--- config.mk ---
export PLATFORM = sky130hd
export DESIGN_NAME = packetizer
export DESIGN_NICKNAME = d
export VERILOG_FILES = /design/src/rtl/packetizer.sv
export SDC_FILE = /design/constraint.sdc
export NUM_CORES = 1
export LEC_CHECK = 0
export ABC_AREA = 1
export CAP_MARGIN = 20
export CORE_ASPECT_RATIO = 1.2
export CORE_MARGIN = 1.5
export CORE_UTILIZATION = 45
export CTS_BUF_LIST = sky130_fd_sc_hd__clkbuf_2
export CTS_CLUSTER_DIAMETER = 150
export CTS_CLUSTER_SIZE = 10
export DETAILED_ROUTE_END_ITERATION = 7
export DONT_BUFFER_PORTS = 1
export PLACE_DENSITY = 0.67
export RECOVER_POWER = 100
export REMOVE_ABC_BUFFERS = 1
export SYNTH_ARGS = -nofsm -noshare
export SYNTH_HDL_FRONTEND = slang
export SYNTH_SLANG_ARGS = --single-unit
export TNS_END_PERCENT = 30
--- constraint.sdc ---
create_clock -name clk -period 2.6 [get_ports clk]
set_input_delay 0.26 -clock clk [delete_from_list [all_inputs] [get_ports clk]]
set_output_delay 0.26 -clock clk [all_outputs]
set_load 0.02 [all_outputs]
--- src/rtl/packetizer.sv ---
// Transmit framer for the mixed BPSK/QPSK link.
// Frame layout: PN training, 64-bit BPSK header, payload (BPSK or QPSK), guard gap.
// One symbol is produced per clk_enable strobe. Payload bytes arrive on an
// AXI-Stream slave through a one-byte holding register.
module packetizer #(
   parameter int         TRN_LEN   = 30,
   parameter int         GAP_LEN   = 8,
   parameter logic [7:0] SIGNATURE = 8'hA5
) (
   input  logic        clk,
   input  logic        rst_n,
   input  logic        clk_enable,
   input  logic        tx_start,
   input  logic        tx_bpsk,
   input  logic [12:0] pld_bytes,
   input  logic [7:0]  s_tdata,
   input  logic        s_tvalid,
   output logic        s_tready,
   input  logic        s_tlast,
   output logic [1:0]  out_QPSK,
   output logic        out_BPSK,
   output logic        out_valid,
   output logic        is_bpsk,
   output logic        tx_busy,
   output logic        tx_done,
   output logic        err_underrun,
   output logic        err_len
);

   // One-hot frame states
   localparam logic [4:0] S_IDLE = 5'b00001;
   localparam logic [4:0] S_TRN  = 5'b00010;
   localparam logic [4:0] S_HDR  = 5'b00100;
   localparam logic [4:0] S_PLD  = 5'b01000;
   localparam logic [4:0] S_GAP  = 5'b10000;

   logic [4:0]  r_state, w_state_n;
   logic [6:0]  r_lfsr, w_lfsr_n;
   logic [6:0]  r_tcnt, w_tcnt_n;      // training count, reused as gap count
   logic [5:0]  r_hcnt, w_hcnt_n;
   logic [15:0] r_pcnt, w_pcnt_n;
   logic        r_bpsk_l, w_bpsk_n;
   logic [12:0] r_len_b, w_len_n;
   logic [12:0] r_acc, w_acc_n;        // bytes accepted this frame
   logic [7:0]  r_hold, w_hold_n;
   logic        r_hold_v, w_hold_v_n;
   logic [7:0]  r_sh, w_sh_n;
   logic        r_err_u, w_err_u_n;
   logic        r_err_l, w_err_l_n;
   logic        r_obpsk, w_obpsk_n;
   logic [1:0]  r_oqpsk, w_oqpsk_n;
   logic        r_ovalid, w_ovalid_n;
   logic        r_isbpsk, w_isbpsk_n;
   logic        r_done, w_done_n;
   logic        r_tready, w_tready_n;

   logic        w_hs;
   logic        w_reload;
   logic        w_bit;
   logic [15:0] w_len;
   logic [15:0] w_pld_last;
   logic [63:0] w_hdr;

   assign w_hs       = s_tvalid & r_tready;
   assign w_len      = {r_len_b, 3'b000};
   assign w_pld_last = r_bpsk_l ? (w_len - 16'd1) : ({1'b0, w_len[15:1]} - 16'd1);
   assign w_hdr      = {2'b00, r_bpsk_l, 5'b00000, w_len, SIGNATURE, 32'h0};

   // Next-state, datapath and output computation
   always_comb begin
      w_state_n  = r_state;
      w_lfsr_n   = r_lfsr;
      w_tcnt_n   = r_tcnt;
      w_hcnt_n   = r_hcnt;
      w_pcnt_n   = r_pcnt;
      w_bpsk_n   = r_bpsk_l;
      w_len_n    = r_len_b;
      w_acc_n    = r_acc;
      w_hold_n   = r_hold;
      w_hold_v_n = r_hold_v;
      w_sh_n     = r_sh;
      w_err_u_n  = r_err_u;
      w_err_l_n  = r_err_l;
      w_obpsk_n  = r_obpsk;
      w_oqpsk_n  = r_oqpsk;
      w_ovalid_n = r_ovalid;
      w_isbpsk_n = r_isbpsk;
      w_done_n   = 1'b0;
      w_reload   = 1'b0;
      w_bit      = 1'b0;
      w_tready_n = 1'b0;

      // Handshakes complete on any clk; tlast must coincide exactly with the last byte
      if (w_hs) begin
         w_hold_n   = s_tdata;
         w_hold_v_n = 1'b1;
         w_acc_n    = r_acc + 13'd1;
         if (s_tlast != ((r_acc + 13'd1) == r_len_b))
            w_err_l_n = 1'b1;
      end

      if (clk_enable) begin
         case (r_state)
            S_IDLE: begin
               w_obpsk_n  = 1'b0;
               w_oqpsk_n  = 2'b00;
               w_ovalid_n = 1'b0;
               w_isbpsk_n = 1'b1;
               if (tx_start) begin
                  w_bpsk_n   = tx_bpsk;
                  w_len_n    = pld_bytes;
                  w_lfsr_n   = 7'h7F;
                  w_err_u_n  = 1'b0;
                  w_err_l_n  = 1'b0;
                  w_acc_n    = 13'd0;
                  w_hold_v_n = 1'b0;
                  w_tcnt_n   = 7'd0;
                  w_state_n  = S_TRN;
               end
            end
            S_TRN: begin
               w_bit      = r_lfsr[6];
               w_obpsk_n  = w_bit;
               w_oqpsk_n  = {w_bit, w_bit};
               w_ovalid_n = 1'b1;
               w_isbpsk_n = 1'b1;
               w_lfsr_n   = {r_lfsr[5:0], r_lfsr[6] ^ r_lfsr[5]};
               if (r_tcnt == 7'(TRN_LEN - 1)) begin
                  w_state_n = S_HDR;
                  w_hcnt_n  = 6'd0;
               end else begin
                  w_tcnt_n = r_tcnt + 7'd1;
               end
            end
            S_HDR: begin
               w_bit      = w_hdr[~r_hcnt];
               w_obpsk_n  = w_bit;
               w_oqpsk_n  = {w_bit, w_bit};
               w_ovalid_n = 1'b1;
               w_isbpsk_n = 1'b1;
               if (r_hcnt == 6'd63) begin
                  if (r_len_b == 13'd0) begin
                     w_state_n = S_GAP;
                     w_tcnt_n  = 7'd0;
                  end else begin
                     // first payload byte moves from the prefetch register here
                     w_state_n = S_PLD;
                     w_pcnt_n  = 16'd0;
                     w_reload  = 1'b1;
                  end
               end else begin
                  w_hcnt_n = r_hcnt + 6'd1;
               end
            end
            S_PLD: begin
               w_ovalid_n = 1'b1;
               w_isbpsk_n = r_bpsk_l;
               w_obpsk_n  = r_sh[7];
               if (r_bpsk_l) begin
                  w_oqpsk_n = {r_sh[7], r_sh[7]};
                  w_sh_n    = {r_sh[6:0], 1'b0};
               end else begin
                  w_oqpsk_n = r_sh[7:6];
                  w_sh_n    = {r_sh[5:0], 2'b00};
               end
               if (r_pcnt == w_pld_last) begin
                  w_state_n = S_GAP;
                  w_tcnt_n  = 7'd0;
               end else begin
                  w_pcnt_n = r_pcnt + 16'd1;
                  w_reload = r_bpsk_l ? (r_pcnt[2:0] == 3'd7) : (r_pcnt[1:0] == 2'd3);
               end
            end
            S_GAP: begin
               w_obpsk_n  = 1'b0;
               w_oqpsk_n  = 2'b00;
               w_ovalid_n = 1'b0;
               w_isbpsk_n = 1'b1;
               if (r_tcnt == 7'(GAP_LEN - 1)) begin
                  w_state_n = S_IDLE;
                  w_done_n  = 1'b1;
               end else begin
                  w_tcnt_n = r_tcnt + 7'd1;
               end
            end
            default: w_state_n = S_IDLE;
         endcase
      end

      // Byte boundary: take the held byte, or substitute zeros and flag underrun.
      // A handshake in this same clk only happens when the holder was empty, so
      // it is left to fill the holder for the next byte.
      if (w_reload) begin
         if (r_hold_v) begin
            w_sh_n     = r_hold;
            w_hold_v_n = 1'b0;
         end else begin
            w_sh_n    = 8'h00;
            w_err_u_n = 1'b1;
         end
      end

      // Ready only while the frame still owes bytes, so later bytes wait for the next frame
      w_tready_n = ((w_state_n == S_HDR) || (w_state_n == S_PLD)) && !w_hold_v_n &&
                   (w_acc_n != w_len_n);
   end

   // State and output registers
   always_ff @(posedge clk or negedge rst_n) begin
      if (!rst_n) begin
         r_state  <= S_IDLE;
         r_lfsr   <= 7'h7F;
         r_tcnt   <= 7'd0;
         r_hcnt   <= 6'd0;
         r_pcnt   <= 16'd0;
         r_bpsk_l <= 1'b1;
         r_len_b  <= 13'd0;
         r_acc    <= 13'd0;
         r_hold   <= 8'h00;
         r_hold_v <= 1'b0;
         r_sh     <= 8'h00;
         r_err_u  <= 1'b0;
         r_err_l  <= 1'b0;
         r_obpsk  <= 1'b0;
         r_oqpsk  <= 2'b00;
         r_ovalid <= 1'b0;
         r_isbpsk <= 1'b1;
         r_done   <= 1'b0;
         r_tready <= 1'b0;
      end else begin
         r_state  <= w_state_n;
         r_lfsr   <= w_lfsr_n;
         r_tcnt   <= w_tcnt_n;
         r_hcnt   <= w_hcnt_n;
         r_pcnt   <= w_pcnt_n;
         r_bpsk_l <= w_bpsk_n;
         r_len_b  <= w_len_n;
         r_acc    <= w_acc_n;
         r_hold   <= w_hold_n;
         r_hold_v <= w_hold_v_n;
         r_sh     <= w_sh_n;
         r_err_u  <= w_err_u_n;
         r_err_l  <= w_err_l_n;
         r_obpsk  <= w_obpsk_n;
         r_oqpsk  <= w_oqpsk_n;
         r_ovalid <= w_ovalid_n;
         r_isbpsk <= w_isbpsk_n;
         r_done   <= w_done_n;
         r_tready <= w_tready_n;
      end
   end

   assign s_tready     = r_tready;
   assign out_QPSK     = r_oqpsk;
   assign out_BPSK     = r_obpsk;
   assign out_valid    = r_ovalid;
   assign is_bpsk      = r_isbpsk;
   assign tx_busy      = ~r_state[0];
   assign tx_done      = r_done;
   assign err_underrun = r_err_u;
   assign err_len      = r_err_l;

endmodule

==> summary.md, run 1 <==
| Metric | Value |
|---|---|
| Chip height | roughly 130 µm |
| Post-synth EDFFs | 0 |
| Family of cells with the greatest summed delay on the critical path | simple AND/OR/NAND/NOR gates |
| First-pass GRT wire length | just under 30 mm |
| Post-detailed-route via-to-cell ratio | 5.26 |
| Initial antenna violation count | 1 |
| Number of synthesis warnings | 0 |
| Aggregate global routing overflow | 0 |
| Part of the power in the clock network | 0.129 |
| Largest stage delay on the critical path | 460 ps |
| Per-instance average area after synthesis | between 6 and 7 µm² |
| Most common cell after layout, fill and taps aside | nand2_1 |
| Final weighted congestion of routability-driven global placement | 0.846 |
| Routed vias | 6292 |
| # placed instances | about 1100 |
| Count of port buffers added during placement | 0 |
| Uppermost routed layer | met4 |
| Data required time at the worst endpoint | ~3200 ps |
| Pwr per Cell Area | 662 mW/mm² |
| Sum of buffers and inverters on the critical path | 3 |
| Most frequent cells in the layout | nand2_1, inv_1, nand3_1 |
| Unrepaired setup endpoints after global routing | true |
| Violation count after the first detailed-routing iteration | 395 |
| Longest Clk Path Bufs | 2 |
| Crit path arrival time | approximately 3000 ps |
| First drt pass iteration count | 5 |
| Kind of critical path | reg -> reg |
| Max-cap check violation count | 0 |
| FMAX | a little over 400 MHz |
| Reg power frac | 0.403 |
| Slew margin rel. | 0.138 |
| Netlist area before placement | about 0.0065 mm² |
| Cts bufs inserted | 9 |
| Die ar. | 0.0151 mm² |
| DP Wirelength | 12.5 mm |
| TritonCTS clock tree | built |
| Detailed-route wire length | around 17 mm |
| Switching pwr | 2.29 mW |
| Pin count of the biggest net entering global routing | between 90 and 100 |
| Post-Synthesis Cells | between 900 and 1000 |
| Area of the placeable core | roughly 0.014 mm² |
| Number of rows in the core area | 47 |
| Fraction of final layout cells with drive strength greater than 1 | 0.143 |
| Top cell type by total area after synthesis | dfrtp_1 |
| Minimum setup slack in the final design | between 150 and 200 ps |
| Total Nets Final | ~1100 |
| Filler cell count | 1369 |
| Number of storage elements in the synthesis netlist | 93 |
| Die span in x | roughly 110 µm |
| Total met3 wirelength after detailed routing | 630 µm |
| Comb power frac | 0.467 |
| Final-layout setup total negative slack | 0 ps |
| Level count of the clock H-tree | 3 |
| Clock Root Buffer | clkbuf_2 |
| CTS sink count | 93 |
| Sum of met2 wire segment lengths after detailed routing | roughly 8.2 mm |
| Setup WS pre-CTS | approximately 64 ps |
| Number of remaining DRC errors | 0 |
| Final Setup Violations | 0 |
| Post-route ant nets | 0 |
| Maximum vdd ir drop | between 0.0004 and 0.0005 V |
| Number of distinct library cell variants in the gate-level netlist after synthesis | just under 50 |
| Share of synthesized registers carrying an async set or reset | 1.00 |
| Min-delay worst type | in -> reg |
| Initial core utilization | 0.465 |
| Final number of hold-violating endpoints | 0 |
| Post-synthesis sequential area ratio | 0.361 |
| Tmin final | about 2400 ps |
| Maximum fanout along the worst path | 7 |
| Worst-path cell chain | buf_6, nor2_4, nand2_4, nor2_8, nand2_4, nand2_4, nand3_1, nand3_1, nand2_1, inv_1, nand2_1, nor2_2, nand2_2, nand3_2, nand2_4, o21ai_4, inv_4, nand2_1, nand2_1 |
| Fraction of power spent switching nets | 0.459 |
| Area contributors post-synth | dfrtp_1, nand2_1, nand3_1, inv_1, dfstp_2 |
| Period Utilization, post-route | 0.941 |
| Clock skew | 54.9 ps |
| Layout overhead on the synthesized area | 16.3% |
| Sort of element at the start of the critical path | flip-flop |
| Synth Flop Type | dfrtp_1 |
| Total routing usage reported by global routing | 0.239 |
| Number of placed I/O pins | 38 |
| Static power due to leakage | around 3.7 nW |
| Via count of the first global-routing pass | 6124 |
| Run status | finished clean |
| Standard cell with the maximum stage delay on the critical path | dfrtp_1 |
| Total power of the final layout | 4.99 mW |
| Clock latency on the worst-skew pair | 630 ps |
| M1 wire length | ~7.7 mm |
| Internal Pwr Total | approximately 2.7 mW |
| Slew at the pin with the worst max-slew slack | between 1000 and 1500 ps |
| Final cell count without fillers | 1196 |
| Reg clk slew, reported paths | between 200 and 300 ps |
| Final slew viol count | 0 |
| Share of Yosys cell area claimed by the top area cell type | 0.320 |
| Category of the worst setup path capture point | flip-flop |
| Post-detailed-route wirelength per cell | roughly 14 µm |
-- layer usage --
metal / vias up / track usage
met2: 117 / 0.407
li1: 3221 / -
met1: 2919 / 0.303
met4: 0 / 0.103
met3: 35 / 0.0346
met5: - / 0
-- cells in the mapped netlist, types with 2 or more instances --
library cell and count:
nand3b_1 7, nand2_1 309, buf_6 3, nand3_1 96
nor2_1 69, xor2_1 18, nor2_2 7, dfstp_2 10
o22ai_1 3, clkbuf_1 7, ha_1 9, o21ai_2 8
o21ai_1 5, xnor2_1 4, o31ai_1 10, buf_4 2
nor3_4 2, nor4_1 3, nand2_4 4, a21oi_1 30
nor3_1 19, o21ai_0 41, inv_1 121, buf_2 7
a31oi_1 5, buf_1 3, o211ai_1 3, nor2_4 3
nand4_1 21, inv_2 6, dfrtp_1 83, nand3_2 6
nand2_2 12
-- final cells by class --
cell class	count	area [µm²]	share of cell area
clock inverter	6	38.8	0.00514
antenna	1	2.50	0.000332
multi-input combinational	708	3690	0.489
clock buffer	10	50.0	0.00663
tap	171	214	0.0284
timing repair buffer	78	708	0.0938
inverter	129	497	0.0658
sequential	93	2350	0.311
-- final timing paths --
check / start / end / slack [ps] / cells after the start
worst min-delay path: s_tvalid / r_hold[0] / 60 / 4
max in group asynchronous: rst_n / r_len_b[6] / 1190 / 2
min in group asynchronous: rst_n / r_state[3] / 480 / 2
worst max register to register: r_len_b[1] / r_sh[1] / 150 / 19
worst min register to register: r_lfsr[0] / r_lfsr[1] / 510 / 2
worst max-delay path: r_len_b[1] / r_sh[1] / 150 / 19
-- cell families (layout without fill, tap and decap cells) --
kind of cell	Yosys count	in the layout	share of synthesized area
other	0	1	0
adder cells (fa/ha/maj)	9	9	0.0174
AND/OR/NAND/NOR	563	563	0.393
flip-flops	93	93	0.361
AO/OA/AOI/OAI	114	114	0.106
buffers and inverters	151	223	0.0937
XOR/XNOR	22	22	0.0297
-- power by group through the flow --
stage	clock network (mW)	registers [mW]	logic (mW)
CTS	0.674	1.99	2.15
detailed placement	0	2.02	2.06
floorplan	0	1.99	1.45
global placement	0	2.01	2.05
global route	0.729	2.05	2.63
finish	0.647	2.01	2.33
-- repair_timing --
| item | CTS | global route |
|---|---|---|
| endpoints found under the setup margin | 0 | 35 |
| endpoints found under the hold margin | 152 | 0 |
| buffers inserted | 0 | 9 |
| hold buffers | 41 | 0 |
| resized for setup | 0 | 63 |
-- flip-flops by register name (all words and copies together), names as in the netlist --
signal        cells
out_BPSK          1
r_pcnt           16
out_QPSK          1
out_valid         1
err_underrun      1
err_len           1
r_len_b          13
r_hcnt            6
r_lfsr            7
r_hold            8
tx_done           1
r_bpsk_l          1
r_acc            13
is_bpsk           1
s_tready          1
r_state           5
r_sh              8
r_hold_v          1
r_tcnt            7
-- stage by stage --
step           hold WS (ps)  utilization  area [µm²]
4_1_cts                5.04        0.525        7320
3_5_place_dp          -29.2        0.488        6800
3_3_place_gp          -29.3        0.488        6800
5_1_grt                33.8        0.541        7550
6_report               60.5        0.541        7550
2_1_floorplan         -35.6            -        6370
-- worst reg2reg max path: stages, from the launching register on --
cell     delay [ps]
dfrtp_1         460
buf_6           140
nor2_4          150
nand2_4         110
nor2_8          160
nand2_4          80
nand2_4          80
nand3_1          60
nand3_1          90
nand2_1          50
inv_1            50
nand2_1          70
nor2_2          140
nand2_2         100
nand3_2          90
nand2_4          90
o21ai_4         280
inv_4            90
nand2_1          70
nand2_1          40
Note: power is estimated with default switching activity, not from simulation.
==> inputs of run 2 (changes only) <==
--- a/config.mk
+++ b/config.mk
@@ -15,6 +15,7 @@
 export CTS_CLUSTER_SIZE = 10
 export DETAILED_ROUTE_END_ITERATION = 7
 export DONT_BUFFER_PORTS = 1
+export GPL_TIMING_DRIVEN = 0
 export PLACE_DENSITY = 0.67
 export RECOVER_POWER = 100
 export REMOVE_ABC_BUFFERS = 1
==> run 2 against run 1 <==
The run now ends with negative hold slack, max-capacitance violations, max-slew violations left; utilization up 0.78 points; clock-buffer cell count rose by 1; register-to-register slack got worse by 20 ps; hold slack lost 300 ps; wire length rose by 1.6%; setup slack lost 23 ps; die area is the same; global-route usage shrank 0.10 points; largest power group unchanged; sequential power barely moved; power grew 4.3%.
==> summary.md, run 2 (synthesized netlist as in run 1, its figures left out) <==
| Metric | Value |
|---|---|
| Final Setup Violations | 0 (unchanged) |
| Area taken by flip-flops and latches | 0.00235 mm² (about the same) |
| Run status | finished, violations left (was finished clean) |
| Total Nets Final | 1046 (was 1056) |
| Maximum vdd ir drop | 0.000346 V (was 0.000470 V) |
| Data required time at the worst endpoint | 3200 ps (was 3150 ps) |
| Routed vias | 6328 (was 6292) |
| Static power due to leakage | 3.68 nW (was 3.71 nW) |
| Slew margin rel. | -0.418 (was 0.138) |
| Category of the worst setup path capture point | flip-flop (unchanged) |
| Detailed-route wire length | 17.3 mm (was 17.0 mm) |
| Min-delay worst type | in -> reg (unchanged) |
| Initial antenna violation count | 1 (unchanged) |
| Number of remaining DRC errors | 0 (unchanged) |
| Die ar. | 0.0151 mm² (unchanged) |
| Final Util | 0.549 (was 0.541) |
| Most frequent cells in the layout | nand2_1, inv_1, nand3_1 (unchanged) |
| Aggregate global routing overflow | 0 (unchanged) |
| Tmin final | 2470 ps (was 2450 ps) |
| Combined area of the multi-input logic cells | 0.00380 mm² (was 0.00369 mm²) |
| Chip height | 135 µm (unchanged) |
| Cts bufs inserted | 9 (unchanged) |
| Level count of the clock H-tree | 3 (unchanged) |
| Total routing usage reported by global routing | 0.238 (was 0.239) |
| Final weighted congestion of routability-driven global placement | 0.886 (was 0.846) |
| Longest Clk Path Bufs | 2 (unchanged) |
| Clock skew | 26.6 ps (was 54.9 ps) |
| Die span in x | 113 µm (unchanged) |
| FMAX | 405 MHz (was 409 MHz) |
| Most common cell after layout, fill and taps aside | nand2_1 (unchanged) |
| TritonCTS clock tree | built (unchanged) |
| Post-detailed-placement cell area | 0.00659 mm² (was 0.00680 mm²) |
| Post-detailed-route via-to-cell ratio | 5.34 (was 5.26) |
| Count of port buffers added during placement | 0 (unchanged) |
| Maximum fanout along the worst path | 5 (was 7) |
| Area of the placeable core | 0.0139 mm² (unchanged) |
| Layout overhead on the synthesized area | 18.0% (was 16.3%) |
| Hold wc startpoint | clk_enable (was s_tvalid) |
| Number of rows in the core area | 47 (unchanged) |
| Pwr per Cell Area | 681 mW/mm² (was 662 mW/mm²) |
| Final number of hold-violating endpoints | 30 (was 0) |
| Total power of the final layout | 5.21 mW (was 4.99 mW) |
| CTS sink count | 93 (unchanged) |
| Post-route ant nets | 0 (unchanged) |
| Post-route design area | 0.00765 mm² (was 0.00755 mm²) |
| DP Wirelength | 11.8 mm (was 12.5 mm) |
| Number of flip-flops in the largest register | 16 (unchanged) |
| Unrepaired setup endpoints after global routing | true (unchanged) |
| Violations in the final reports | negative hold slack, max-capacitance violations, max-slew violations |
| Largest registers | r_pcnt (16), r_acc (13), r_len_b (13) (unchanged) |
| Filler cell count | 1376 (was 1369) |
| Initial core utilization | 0.465 (unchanged) |
| Fraction of final layout cells with drive strength greater than 1 | 0.155 (was 0.143) |
| Violation count after the first detailed-routing iteration | 489 (was 395) |
| Max-cap check violation count | 1 (was 0) |
| Pin count of the biggest net entering global routing | 94 (unchanged) |
| First-pass GRT wire length | 29.0 mm (was 29.1 mm) |
| Sort of element at the start of the critical path | flip-flop (unchanged) |
| Via count of the first global-routing pass | 6004 (was 6124) |
| Number of placed I/O pins | 38 (unchanged) |
| Slew at the pin with the worst max-slew slack | 2130 ps (was 1290 ps) |
| Worst hold margin | -235 ps (was 60.5 ps) |
| Period Utilization, post-route | 0.949 (was 0.941) |
| Launch point of the critical path | r_bpsk_l (was r_len_b[1]) |
| Post-detailed-route wirelength per cell | 14.6 µm (was 14.2 µm) |
| Beginning of the worst register-to-register path | r_bpsk_l (was r_len_b[1]) |
| Kind of critical path | reg -> reg (unchanged) |
| First drt pass iteration count | 5 (unchanged) |
| Crit path arrival time | 3070 ps (was 3000 ps) |
| Clock latency on the worst-skew pair | 630 ps (about the same) |
| Clock Root Buffer | clkbuf_2 (unchanged) |
| Register containing the most flip-flops in the final layout | r_pcnt (unchanged) |
| Reg clk slew, reported paths | 270 ps (was 250 ps) |
| Final slew viol count | 94 (was 0) |
-- run 2: cell types whose count changed in the layout (fill, tap and decap cells not counted), sizes merged --
| cell | previous run | this run |
|---|---|---|
| buf | 34 | 29 |
| bufinv | 0 | 1 |
| inv | 129 | 127 |
| clkinv | 6 | 4 |
| clkbuf | 14 | 11 |
| dlygate4sd3 | 39 | 38 |
| clkinvlp | 0 | 3 |
| dlymetal6s4s | 1 | 0 |
-- run 2: stage by stage --
stage,TNS (ps),setup WS (ps),hold slack [ps],instances
final,0,131,-235,1186
after global routing,-654,-76.3,-277,1186
after CTS,-52.0,-52.0,-307,1168
after detailed placement,-15810,-692,-29.9,1102
after global placement,-15580,-725,-29.6,1101
after floorplan,0,176,-35.6,930
-- run 2: worst max-delay path, stage by stage, from the launching register on --
cell	delay (ps)
dfstp_4	740
buf_12	120
or2_4	110
nand2_1	40
nand2_1	50
nand3_1	90
nor2_1	140
nand3_1	100
nor2_2	100
nand2_1	70
nor2_2	130
nand2_2	90
nand3_2	80
nand2_4	100
o21ai_4	230
buf_6	150
nand2_1	50
nand2_1	60
-- run 2: layout make-up --
class | count | share of cell area
Antenna cell | 1 | 0.000327
Clock buffer | 11 | 0.00719
Sequential cell | 93 | 0.308
Clock inverter | 5 | 0.00785
Timing Repair Buffer | 67 | 0.0852
Inverter | 129 | 0.0670
Multi-Input combinational cell | 708 | 0.496
Tap cell | 171 | 0.0280
Timing Repair inverter | 1 | 0.000981
-- run 2: timing repair --
action,in CTS,in global routing
pin swaps,7,25
cloned,1,0
hold buffers,38,1
gates resized for setup,28,63
buffers inserted,11,16
setup endpoints to repair,40,37
hold endpoints to repair,158,30
-- run 2: power breakdown --
group | total, mW | leakage [nW] | switching, mW | internal (mW)
sequential | 2.03 | 1.15 | 0.315 | 1.72
clock | 0.770 | 0.0725 | 0.537 | 0.233
combinational | 2.41 | 2.46 | 1.52 | 0.884
-- run 2: final timing paths --
path	cells past startpoint	slack, ps	endpoint
max	17	130	r_sh[6]
min	2	-240	r_state[4]
max reg2reg	17	130	r_sh[6]
min reg2reg	2	500	r_lfsr[5]
max in group asynchronous	2	440	r_acc[0]
min in group asynchronous	2	790	r_len_b[8]
-- run 2: routing by layer --
layer / up-vias / part of all wire / global-route usage / wire [µm]
met1: 3006 / 0.45 / 0.307 / 7850
met5: - / 0 / 0 / 0
li1: 3194 / - / - / -
met2: 113 / 0.50 / 0.413 / 8630
met3: 15 / 0.031 / 0.0296 / 538
met4: 0 / 0.015 / 0.0830 / 261
==> inputs of run 3 (changes only) <==
--- a/config.mk
+++ b/config.mk
@@ -8,7 +8,6 @@
 export ABC_AREA = 1
 export CAP_MARGIN = 20
 export CORE_ASPECT_RATIO = 1.2
-export CORE_MARGIN = 1.5
 export CORE_UTILIZATION = 45
 export CTS_BUF_LIST = sky130_fd_sc_hd__clkbuf_2
 export CTS_CLUSTER_DIAMETER = 150
==> run 3 against run 2 <==
Clock skew increased by 45 ps; highest routed layer unchanged; maximum frequency is 4.1% lower; clock-buffer cell count is the same; wire length up 1.6%; setup slack worse by 110 ps; sequential share of layout area shrank 0.41 points; the run ends with design-rule violations, negative hold slack, max-capacitance violations, max-slew violations left; combinational power barely moved; global-route usage is 0.57 points higher; critical endpoint is now r_sh[7]; power increased by 2.5%; die area decreased by 1.6%; design area increased by 1.1%.
==> summary.md, run 3 (synthesized netlist as in run 1, its figures left out) <==
| Metric | Value |
|---|---|
| Number of flip-flops in the largest register | 16 (unchanged) |
| Final-layout setup total negative slack | 0 ps (unchanged) |
| Kind of critical path | reg -> reg (unchanged) |
| Reg clk slew, reported paths | 310 ps (was 270 ps) |
| Tmin final | 2570 ps (was 2470 ps) |
| Category of the worst setup path capture point | flip-flop (unchanged) |
| Final number of hold-violating endpoints | 28 (was 30) |
| Initial core utilization | 0.465 (unchanged) |
| Maximum vdd ir drop | 0.000411 V (was 0.000346 V) |
| Violations in the final reports | design-rule violations, negative hold slack, max-capacitance violations, max-slew violations (was negative hold slack, max-capacitance violations, max-slew violations) |
| Internal Pwr Total | 2.94 mW (was 2.84 mW) |
| Total routing usage reported by global routing | 0.244 (was 0.238) |
| Post-detailed-route via-to-cell ratio | 5.35 (was 5.34) |
| Aggregate global routing overflow | 0 (unchanged) |
| Violation count after the first detailed-routing iteration | 562 (was 489) |
| TritonCTS clock tree | built (unchanged) |
| DP Wirelength | 11.9 mm (was 11.8 mm) |
| # placed instances | 1102 (unchanged) |
| Sort of element at the start of the critical path | flip-flop (unchanged) |
| Slew at the pin with the worst max-slew slack | 2110 ps (was 2130 ps) |
| Register containing the most flip-flops in the final layout | r_pcnt (unchanged) |
| Cts bufs inserted | 9 (unchanged) |
| Final cell count without fillers | 1197 (was 1186) |
| Clock latency on the worst-skew pair | 650 ps (was 630 ps) |
| Worst hold margin | -219 ps (was -235 ps) |
| Max-cap check violation count | 1 (unchanged) |
| Part of the power in the clock network | 0.162 (was 0.148) |
| First drt pass iteration count | 7 (was 5) |
| Routed vias | 6405 (was 6328) |
| Number of placed I/O pins | 38 (unchanged) |
| Pwr per Cell Area | 690 mW/mm² (was 681 mW/mm²) |
| Number of rows in the core area | 47 (unchanged) |
| Longest Clk Path Bufs | 2 (unchanged) |
| Comb power frac | 0.456 (was 0.462) |
| Post-route ant nets | 0 (unchanged) |
| Crit path arrival time | 3130 ps (was 3070 ps) |
| Clock Root Buffer | clkbuf_2 (unchanged) |
| Post-detailed-route wirelength per cell | 14.7 µm (was 14.6 µm) |
| Die span in x | 112 µm (was 113 µm) |
| Run status | finished, violations left (unchanged) |
| Fraction of final layout cells with drive strength greater than 1 | 0.163 (was 0.155) |
| Final weighted congestion of routability-driven global placement | 0.868 (was 0.886) |
| Pin count of the biggest net entering global routing | 94 (unchanged) |
| Data required time at the worst endpoint | 3150 ps (was 3200 ps) |
| Switching pwr | 2.40 mW (was 2.37 mW) |
| Total power of the final layout | 5.34 mW (was 5.21 mW) |
| CTS sink count | 93 (unchanged) |
| Post-detailed-placement cell area | 0.00659 mm² (unchanged) |
| Initial antenna violation count | 1 (unchanged) |
| Largest registers | r_pcnt (16), r_acc (13), r_len_b (13) (unchanged) |
| Most frequent cells in the layout | nand2_1, inv_1, nand3_1 (unchanged) |
| Detailed-route wire length | 17.6 mm (was 17.3 mm) |
| Period Utilization, post-route | 0.990 (was 0.949) |
| Final Util | 0.555 (was 0.549) |
| Static power due to leakage | 3.75 nW (was 3.68 nW) |
| Layout overhead on the synthesized area | 19.3% (was 18.0%) |
| Via count of the first global-routing pass | 5981 (was 6004) |
| Total Nets Final | 1057 (was 1046) |
| Clock skew | 71.5 ps (was 26.6 ps) |
| Unrepaired setup endpoints after global routing | true (unchanged) |
| Quantity of hold-fixing buffers added after cts | 40 (was 38) |
| Fraction of power spent switching nets | 0.450 (was 0.456) |
| Area of the placeable core | 0.0139 mm² (unchanged) |
| First-pass GRT wire length | 28.8 mm (was 29.0 mm) |
| Final Setup Violations | 0 (unchanged) |
| Maximum fanout along the worst path | 7 (was 5) |
| Chip height | 134 µm (was 135 µm) |
| Minimum setup slack in the final design | 26.1 ps (was 131 ps) |
| Die ar. | 0.0149 mm² (was 0.0151 mm²) |
| Min-delay worst type | in -> reg (unchanged) |
| Post-route design area | 0.00774 mm² (was 0.00765 mm²) |
| Final slew viol count | 94 (unchanged) |
| Filler cell count | 1327 (was 1376) |
| Level count of the clock H-tree | 3 (unchanged) |
| Slew margin rel. | -0.404 (was -0.418) |
| Count of port buffers added during placement | 0 (unchanged) |
| FMAX | 389 MHz (was 405 MHz) |
| Number of remaining DRC errors | 6 (was 0) |
| Setup WS pre-CTS | -647 ps (was -692 ps) |
| Reg power frac | 0.382 (was 0.390) |
| Most common cell after layout, fill and taps aside | nand2_1 (unchanged) |
-- run 3: cell type report --
cell class,count,area [µm²],share of cell area
sequential,93,2350,0.304
inverter,129,515,0.0666
multi-input combinational,709,3790,0.490
clock buffer,11,55.1,0.00711
antenna,1,2.50,0.000323
timing repair buffer,76,709,0.0916
tap,171,214,0.0276
timing repair inverter,2,16.3,0.00210
clock inverter,5,83.8,0.0108
-- run 3: worst max-delay path, cell delays in order (launching register included) --
cell     delay (ps)
dfstp_4         770
buf_12          120
or2_4           110
nand2_2          40
nand2_1          60
nand3_1          70
nor2_1          120
nand3_1          90
nor2_2          110
nand2_1          70
nor2_2          130
nand2_2         100
nand3_4         100
nand2_8          80
o21ai_4         250
inv_4           100
nand2_2          80
nand2_1          50
-- run 3: per-layer routing --
layer	share of wire	track usage	vias up
li1	-	-	3212
met1	0.44	0.307	2991
met2	0.49	0.425	171
met3	0.045	0.0318	31
met4	0.024	0.0916	0
met5	0	0	-
-- run 3: power by group through the flow --
stage	clock, mW	sequential, mW	combinational, mW
2_1_floorplan	0	1.99	1.45
3_3_place_gp	0	2.09	1.80
3_5_place_dp	0	2.10	1.83
4_1_cts	0.887	2.01	2.22
5_1_grt	0.936	2.07	2.74
6_report	0.866	2.04	2.44
-- run 3: final timing paths --
kind / from / endpoint / slack (ps) / depth (start not counted)
min in group asynchronous: rst_n / r_pcnt[8] / 790 / 2
hold reg to reg: r_lfsr[0] / r_lfsr[1] / 500 / 2
hold / removal: clk_enable / r_state[4] / -220 / 2
max in group asynchronous: rst_n / r_state[3] / 430 / 2
setup / recovery: r_bpsk_l / r_sh[7] / 30 / 17
setup reg to reg: r_bpsk_l / r_sh[7] / 30 / 17
-- run 3: repair_timing --
action | CTS | global route
pin swaps | 7 | 23
endpoints found under the setup margin | 41 | 40
gates cloned | 2 | 1
endpoints found under the hold margin | 151 | 28
gates resized for setup | 37 | 52
buffers inserted | 19 | 16
